## config.mk

```make
export PLATFORM = sky130hd
export DESIGN_NAME = pc_unit
export DESIGN_NICKNAME = d
export VERILOG_FILES = /design/src/rtl/pc_pkg.sv /design/src/rtl/pc_next_sel.sv /design/src/rtl/pc_unit.sv
export SDC_FILE = /design/constraint.sdc
export NUM_CORES = 1
export LEC_CHECK = 0
export ABC_AREA = 1
export CAP_MARGIN = 20
export CORE_ASPECT_RATIO = 0.6
export CORE_MARGIN = 1
export CORE_UTILIZATION = 53
export CTS_CLUSTER_SIZE = 12
export DETAILED_ROUTE_END_ITERATION = 6
export PLACE_DENSITY = 0.81
export SETUP_SLACK_MARGIN = 0.15
export SLEW_MARGIN = 20
export SYNTH_ARGS = -nofsm -noshare
export SYNTH_HDL_FRONTEND = slang
export SYNTH_SLANG_ARGS = --single-unit
```

## constraint.sdc

```tcl
create_clock -name clk -period 2.15 [get_ports clk]
set_input_delay 0.3225 -clock clk [delete_from_list [all_inputs] [get_ports clk]]
set_output_delay 0.3225 -clock clk [all_outputs]
set_load 0.01 [all_outputs]
```

## src/rtl/pc_pkg.sv

```systemverilog
// Shared types and constants for the fetch program-counter unit.
// Purely declarative; no timing of its own.
// PC_RVC_EN selects 2-byte alignment (compressed ISA) instead of 4-byte.
package pc_pkg;

    typedef enum logic [1:0] {
        BOOT = 2'd0,
        RUN  = 2'd1,
        PEND = 2'd2
    } pc_state_e;

    // What the next-PC selector decided this cycle
    typedef enum logic [2:0] {
        SEL_HOLD    = 3'd0,
        SEL_TRAP    = 3'd1,
        SEL_REDIR   = 3'd2,
        SEL_STASH   = 3'd3,
        SEL_RELEASE = 3'd4,
        SEL_SEQ     = 3'd5
    } pc_sel_e;

    localparam int INC_WORD = 4;
    localparam int INC_HALF = 2;

    // Low address bits that must be zero for a legal redirect target
    function automatic logic [1:0] align_mask();
`ifdef PC_RVC_EN
        return 2'b01;
`else
        return 2'b11;
`endif
    endfunction

endpackage

```

## src/rtl/pc_next_sel.sv

```systemverilog
// Combinational next-PC priority mux (trap > redirect > pending > sequential) with alignment check.
// Zero latency; purely combinational.
// No flow control of its own; stall and accept arrive as inputs. PC_RVC_EN enables 2-byte steps.
module pc_next_sel
    import pc_pkg::*;
#(
    parameter int              XLEN     = 32,
    parameter logic [XLEN-1:0] TRAP_VEC = 'h100
) (
    input  logic            active,
    input  logic            in_pend,
    input  logic            stall,
    input  logic            accept,
    input  logic            redirect_valid,
    input  logic [XLEN-1:0] redirect_pc,
    input  logic            trap_valid,
    input  logic            is_compressed,
    input  logic [XLEN-1:0] pc,
    input  logic [XLEN-1:0] pend_pc,
    output pc_sel_e         sel,
    output logic [XLEN-1:0] target,
    output logic            misalign
);

    logic            aligned;
    logic [XLEN-1:0] inc;

`ifdef PC_RVC_EN
    assign inc = is_compressed ? XLEN'(INC_HALF) : XLEN'(INC_WORD);
`else
    logic unused_cmp;
    assign unused_cmp = is_compressed;
    assign inc        = XLEN'(INC_WORD);
`endif

    assign aligned = (redirect_pc[1:0] & align_mask()) == 2'b00;

    // Priority selection; a misaligned redirect is treated as absent apart from the error flag
    always_comb begin
        sel      = SEL_HOLD;
        target   = pc;
        misalign = 1'b0;
        if (active) begin
            if (trap_valid) begin
                sel    = SEL_TRAP;
                target = TRAP_VEC;
            end else begin
                misalign = redirect_valid & ~aligned;
                if (redirect_valid && aligned && !stall) begin
                    sel    = SEL_REDIR;
                    target = redirect_pc;
                end else if (redirect_valid && aligned) begin
                    sel = SEL_STASH;
                end else if (in_pend && !stall) begin
                    sel    = SEL_RELEASE;
                    target = pend_pc;
                end else if (accept && !stall) begin
                    sel    = SEL_SEQ;
                    target = pc + inc;
                end
            end
        end
    end

endmodule

```

## src/rtl/pc_unit.sv

```systemverilog
// Fetch program counter: holds fetch address, picks next PC, parks redirects seen during stall, counts fetches.
// Redirect/trap visible on pc_out one cycle later; parked redirect one cycle after stall drops.
// pc_valid/if_ready handshake; stall freezes sequential advance. Build option PC_RVC_EN = 16-bit instructions.
module pc_unit
    import pc_pkg::*;
#(
    parameter int              XLEN      = 32,
    parameter logic [XLEN-1:0] RESET_VEC = '0,
    parameter logic [XLEN-1:0] TRAP_VEC  = 'h100,
    parameter int              CNT_W     = 16
) (
    input  logic             clk,
    input  logic             reset_n,
    input  logic             stall,
    input  logic             redirect_valid,
    input  logic [XLEN-1:0]  redirect_pc,
    input  logic             trap_valid,
    input  logic             if_ready,
    input  logic             is_compressed,
    output logic [XLEN-1:0]  pc_out,
    output logic             pc_valid,
    output logic             misalign_err,
    output logic [CNT_W-1:0] fetch_cnt
);

    pc_state_e        state_q, state_d;
    logic [XLEN-1:0]  pc_q, pend_q, target;
    logic [CNT_W-1:0] cnt_q;
    logic             mis_q, mis_d, accept;
    pc_sel_e          sel;

    assign pc_valid     = (state_q == RUN);
    assign accept       = pc_valid & if_ready;
    assign pc_out       = pc_q;
    assign misalign_err = mis_q;
    assign fetch_cnt    = cnt_q;

    pc_next_sel #(
        .XLEN     (XLEN),
        .TRAP_VEC (TRAP_VEC)
    ) u_sel (
        .active         (state_q != BOOT),
        .in_pend        (state_q == PEND),
        .stall          (stall),
        .accept         (accept),
        .redirect_valid (redirect_valid),
        .redirect_pc    (redirect_pc),
        .trap_valid     (trap_valid),
        .is_compressed  (is_compressed),
        .pc             (pc_q),
        .pend_pc        (pend_q),
        .sel            (sel),
        .target         (target),
        .misalign       (mis_d)
    );

    // Next-state: BOOT lasts one cycle; afterwards the selector's decision drives RUN/PEND
    always_comb begin
        state_d = state_q;
        if (state_q == BOOT) begin
            state_d = RUN;
        end else begin
            case (sel)
                SEL_TRAP, SEL_REDIR, SEL_RELEASE: state_d = RUN;
                SEL_STASH:                        state_d = PEND;
                default:                          state_d = state_q;
            endcase
        end
    end

    // State, PC, parked redirect, error pulse and fetch counter
    always_ff @(posedge clk) begin
        if (!reset_n) begin
            state_q <= BOOT;
            pc_q    <= RESET_VEC;
            pend_q  <= '0;
            mis_q   <= 1'b0;
            cnt_q   <= '0;
        end else begin
            state_q <= state_d;
            pc_q    <= target;
            mis_q   <= mis_d;
            if (sel == SEL_STASH) pend_q <= redirect_pc;
            if (accept)           cnt_q  <= cnt_q + CNT_W'(1);
        end
    end

endmodule

```

[After elaboration in Yosys (flattened, before gate mapping)]
Index checks and enable logic that the tools add are counted.
Word-level totals
  flip-flop bits (word level): 83
  bits in latches: 0
  RAM bits: 0
  bits in read-only memories: 0
  bits of input ports: 39
  output and inout bits: 50
  logic and storage cells: 48
  memories: 0
Cells by class
  add/sub/neg operators: 2
  $mul: 0
  divide/modulo/power cells: 0
  $lt $le $gt $ge: 0
  equal/unequal tests: 7
  shift operators: 0
  multiplexer cells: 13
  bitwise gates (word level): 5
  reduce and logical (&&, ||, !) cells: 15
Operators by type and width (number)
  32-bit two-way mux: 5
  32-bit by 3-bit adder with 32-bit output (second input constant): 1
  3-bit two-way mux: 6
  16-bit by 1-bit adder with 16-bit output (second input constant): 1
  3-bit by 2-bit equality test with 1-bit output (second input constant): 2
  3-bit OR reduction: 2
  1-bit logical AND: 4
  2-bit zero test: 2
  2-bit case mux with 2 select lines: 1
  2-bit nonzero test: 2
  4-bit nonzero test: 1
  3-bit by 1-bit equality test with 1-bit output (second input constant): 1
  3-bit equality test (second input constant): 1
  3-bit != test (second input constant): 1
  1-bit inverter: 3
  3-bit AND reduction: 1
  3-bit nonzero test: 1
  1-bit AND: 2
  2-bit by 1-bit equality test with 1-bit output (second input constant): 1
  2-bit equality test (second input constant): 1
  2-bit OR reduction: 1
  1-bit zero test: 1
  1-bit two-way mux: 1

[Logic depth before layout (Yosys ltp)]
  word-level depth: 13
  depth in mapped cells: 12
  depth with buffers taken out: 11

[Cells and area by module]
Synthesis repeated with hierarchy kept, for this count alone.
Second synthesis, totals
  cell total of the unflattened synthesis: 870
  area total of the unflattened synthesis: 5238.8 um^2
By module, submodules not included
  pc_unit: times used 1, cells an instance 386, area an instance 2986.6 um^2, sequential area each 1661.6 um^2
  pc_next_sel: times used 1, cells an instance 484, area an instance 2252.2 um^2, sequential area each 0.0 um^2

[Least setup slack after synthesis]
OpenSTA, ideal clock, no wires.
  kind: reg-to-reg
  start point: register pc_q[2], in the netlist pc_out[2]
  end point: register pc_q[12], in the netlist pc_out[12]
  setup time: 135 ps
  data arrival time: 1591 ps
  data required time: 2015 ps
  path slack: 424 ps
  cell stages (with the launch flop): 11
  path buffers: 0
  cell sequence: dfxtp_1 ha_1 nand2_1 nor2_1 nand2_2 nor2_1 nand2_1 nand3_1 nand2_1 nand3_1 a21oi_2
Between the ends
  word-level cells in the longest chain between the ends: 6
RTL lines
  from (decl): RTL line pc_unit.sv:27  | logic [XLEN-1:0] pc_q, pend_q, target;
  from (signal assigned): RTL line pc_unit.sv:81  | pc_q <= target;
  32-bit by 3-bit adder with 32-bit output: RTL line pc_next_sel.sv:59  | target = pc + inc;
  32-bit two-way mux: RTL line pc_next_sel.sv:57  | end else if (accept && !stall) begin
  32-bit two-way mux: RTL line pc_next_sel.sv:54  | end else if (in_pend && !stall) begin
  32-bit two-way mux: RTL line pc_next_sel.sv:52  | end else if (redirect_valid && aligned) begin
  32-bit two-way mux: RTL line pc_next_sel.sv:49  | if (redirect_valid && aligned && !stall) begin
  32-bit two-way mux: RTL line pc_next_sel.sv:44  | if (trap_valid) begin
Every way passes these cells. The select of a mux whose other input is x is not followed.
A chain may end at the register's enable or synchronous reset.

[Final worst setup path]
  start point: register pc_q[3], in the netlist pc_out[3]
  end point: register pc_q[30], in the netlist pc_out[30]
Same word-level chain as after synthesis.

==> metrics.txt <==
first-pass GRT wire length 23050 microns; Synth Cell Area between 4000 and 5000 sq um; CTS tree yes; # H-tree levels 3; Core Area about 8600 sq um; hold depth 2; Psw 865.0 uW; port bufs just under 90; Hold WC Path Type reg2reg; Post-Synth Simple-Gate Area 41.78%; Sequential Power Share 45.4%; met3 routed WL 1159 microns; total track usage 31.71%; worst-case reg-to-reg path depth 11; Finished Layout Cells 978; dpl cells around 960; clk_lat worst skew 0.34 ns; switching portion of total power 24.84%; Worst-Margin Slew 0.6392 ns; FILL cells 728; post-synthesis mux area share 0%; top sig layer met4; Mapped Cells 774; final count of pins violating max slew 0; die area 9410 sq um; Seq/Total Area, Yosys 34.78%; largest family of logic cells by synthesized area simple AND/OR/NAND/NOR gates; Syn Area/Cell 6.172 sq um; Compound-Gate Fraction of Synth Area 13.70%; metal2 WL 6119 microns; final wirelength 14870 microns; CP Max Fanout 8; Max-Cap Viols 0; Fin Setup TNS 0 ns; DR WL/cell 15.21 microns; 1st-iter DRT viols 457; internal power 2618 uW; starting density of the core 55.41%; Critical Path Sink Type flop; met1 WL around 7400 microns; largest net degree at the start of global routing 34; row cnt 26; Routed Antenna Nets 0; hpwl dp 10560 microns; CP startpoint kind flop; xor/xnor share of the synthesized area 0.9167%; Max Clock Freq 537.9 MHz; initial antenna violation count 0; r2r startpoint pc_out[3]; worst r2r dst pc_out[30]; peak supply drop 0.4981 mV; overflow left after global routing 0; CTS root buffer clkbuf_16; chip width 124.6 microns; Setup Skew 0.006020 ns; worst rel slew slack 57.32%; Layout area overhead 28.99%; WHS around 0.44 ns; Synth warnings 0; Leakage approximately 0.0025 uW; nets@finish 902; Synth Register Bits 83; I/O pin cnt 89; hold_sp pend_q[0]; DRC viols 0; Logic pwr share 9.6%; Setup CP Type reg2reg; routability cong. 0.9038; final setup fails 0; Worst EP required 2.42 ns; via count 5277; critical path arrival 2.13 ns; Clock Power Share around 45%; CTS clk-pin slew, worst paths approximately 0.06 ns; Syn Nets about 820; Fin. Hold Viols 0; Num CTS Buffers 9; total power draw 3483 uW; min Tclk post-route 1.859 ns; Adder-Cell Fraction of Synth Area less than 1%; power density cells 565.2 nW/um^2; Worst R2R Setup Slack 0.29 ns; Die Height 75.54 microns; Tcrit/Tclk final 86.46%; CTS max path bufs 2; RSZ-0062 raised after global routing false; multi-input combinational cell area 2734 sq um; Storage cell area 1662 sq um; clk sinks 83; # diodes 0; Hold Path End pend_q[0]; status completed; drt pass-1 iters 5; vias in the first global route 4516; ratio of cells with drive above 1 in the final layout 9.700%; Cell variety after synth 34; Via density 5.396
==> logic make-up (layout without fill, tap and decap cells) <==
kind of cell | Yosys count | count (layout)
XOR/XNOR | 5 | 5
AND/OR/NAND/NOR | 471 | 471
adder cells (fa/ha/maj) | 2 | 2
AO/OA/AOI/OAI | 115 | 115
buffers and inverters | 98 | 190
flip-flops | 83 | 83
==> how the worst max path moves through the flow <==
| stage | startpoint | end | slack, ns |
|---|---|---|---|
| after floorplan | pc_out[2] | pc_out[12] | 0.42 |
| after global placement | if_ready | fetch_cnt[12] | 0.08 |
| after detailed placement | if_ready | fetch_cnt[14] | 0.02 |
| after CTS | state_q[0] | pc_valid | 0.26 |
| after global routing | pc_out[3] | pc_out[14] | 0.16 |
| final | pc_out[3] | pc_out[30] | 0.29 |
==> power groups by stage <==
stage / combinational, uW / sequential, uW / clock [uW]
5_1_grt: 362 / 1580 / 1640
6_report: 335 / 1580 / 1570
4_1_cts: 330 / 1580 / 1600
3_5_place_dp: 328 / 1610 / 0
2_1_floorplan: 157 / 1610 / 0
3_3_place_gp: 320 / 1610 / 0
==> per-stage QoR <==
step	util (%)	setup WS, ns	area (sq um)
2_1_floorplan	-	0.4240	4777
3_3_place_gp	67.88	0.07725	5852
3_5_place_dp	67.88	0.02064	5852
4_1_cts	71.31	0.2605	6147
5_1_grt	71.48	0.1622	6162
6_report	71.48	0.2910	6162
==> registers in the layout, summed over array words and instances (netlist names) <==
| register | cells |
|---|---|
| pc_out | 32 |
| pend_q | 32 |
| state_q | 2 |
| misalign_err | 1 |
| fetch_cnt | 16 |
==> area by class of cell <==
| cell class | instances | share of cell area (%) |
|---|---|---|
| Multi-Input combinational cell | 593 | 44.37 |
| Sequential cell | 83 | 26.96 |
| Timing Repair Buffer | 106 | 17.46 |
| Inverter | 68 | 4.142 |
| Clock buffer | 11 | 3.777 |
| Tap cell | 112 | 2.274 |
| Clock inverter | 5 | 1.015 |
==> synth_stat cells, drive strengths merged <==
cell type,count,area share (%)
a21oi,52,6.3
a31oi,4,0.52
and3,1,0.13
buf,13,1.6
clkbuf,17,1.3
dfxtp,83,35
ha,2,0.52
inv,68,5.3
nand2,240,20
nand3,59,6.4
nand4,3,0.39
nor2,156,13
nor3,3,0.31
nor3b,1,0.16
nor4,1,0.45
o21a,2,0.31
o21ai,45,4.7
o21bai,10,1.6
o22ai,2,0.26
or2,7,0.92
xnor2,1,0.18
xor2,4,0.73
==> what timing repair did <==
item / in CTS / in global routing
hold endpoints to repair: 0 / 0
hold buffers: 0 / 0
resized for setup: 0 / 5
endpoints found under the setup margin: 0 / 6
setup buffers: 0 / 0
==> placed cells by master, fill, tap and decap left out, types with 13 or more instances in the layout <==
cell type / instances
a21oi_1: 41
buf_4: 14
nand2_1: 223
clkdlybuf4s50_1: 87
o21ai_0: 43
nor2_1: 148
nand3_1: 57
dfxtp_1: 83
nand2_2: 13
inv_1: 63
==> worst max-delay path, stage by stage, from the launching register on <==
cell and delay, ns:
dfxtp_1 0.44, ha_1 0.20, nand2_1 0.08, nor2_1 0.17
nand2_2 0.21, nor2_2 0.22, nand2_1 0.07, nand2_1 0.05
nand3_1 0.10, nand2_1 0.09, nand2_1 0.05, a21oi_1 0.11
==> metal layers <==
| metal | vias to the layer above | track usage (%) |
|---|---|---|
| li1 | 2622 | - |
| met1 | 2419 | 47.08 |
| met2 | 223 | 47.39 |
| met3 | 13 | 6.180 |
| met4 | 0 | 7.229 |
| met5 | - | 0 |
(Power assumes the default switching activity.)
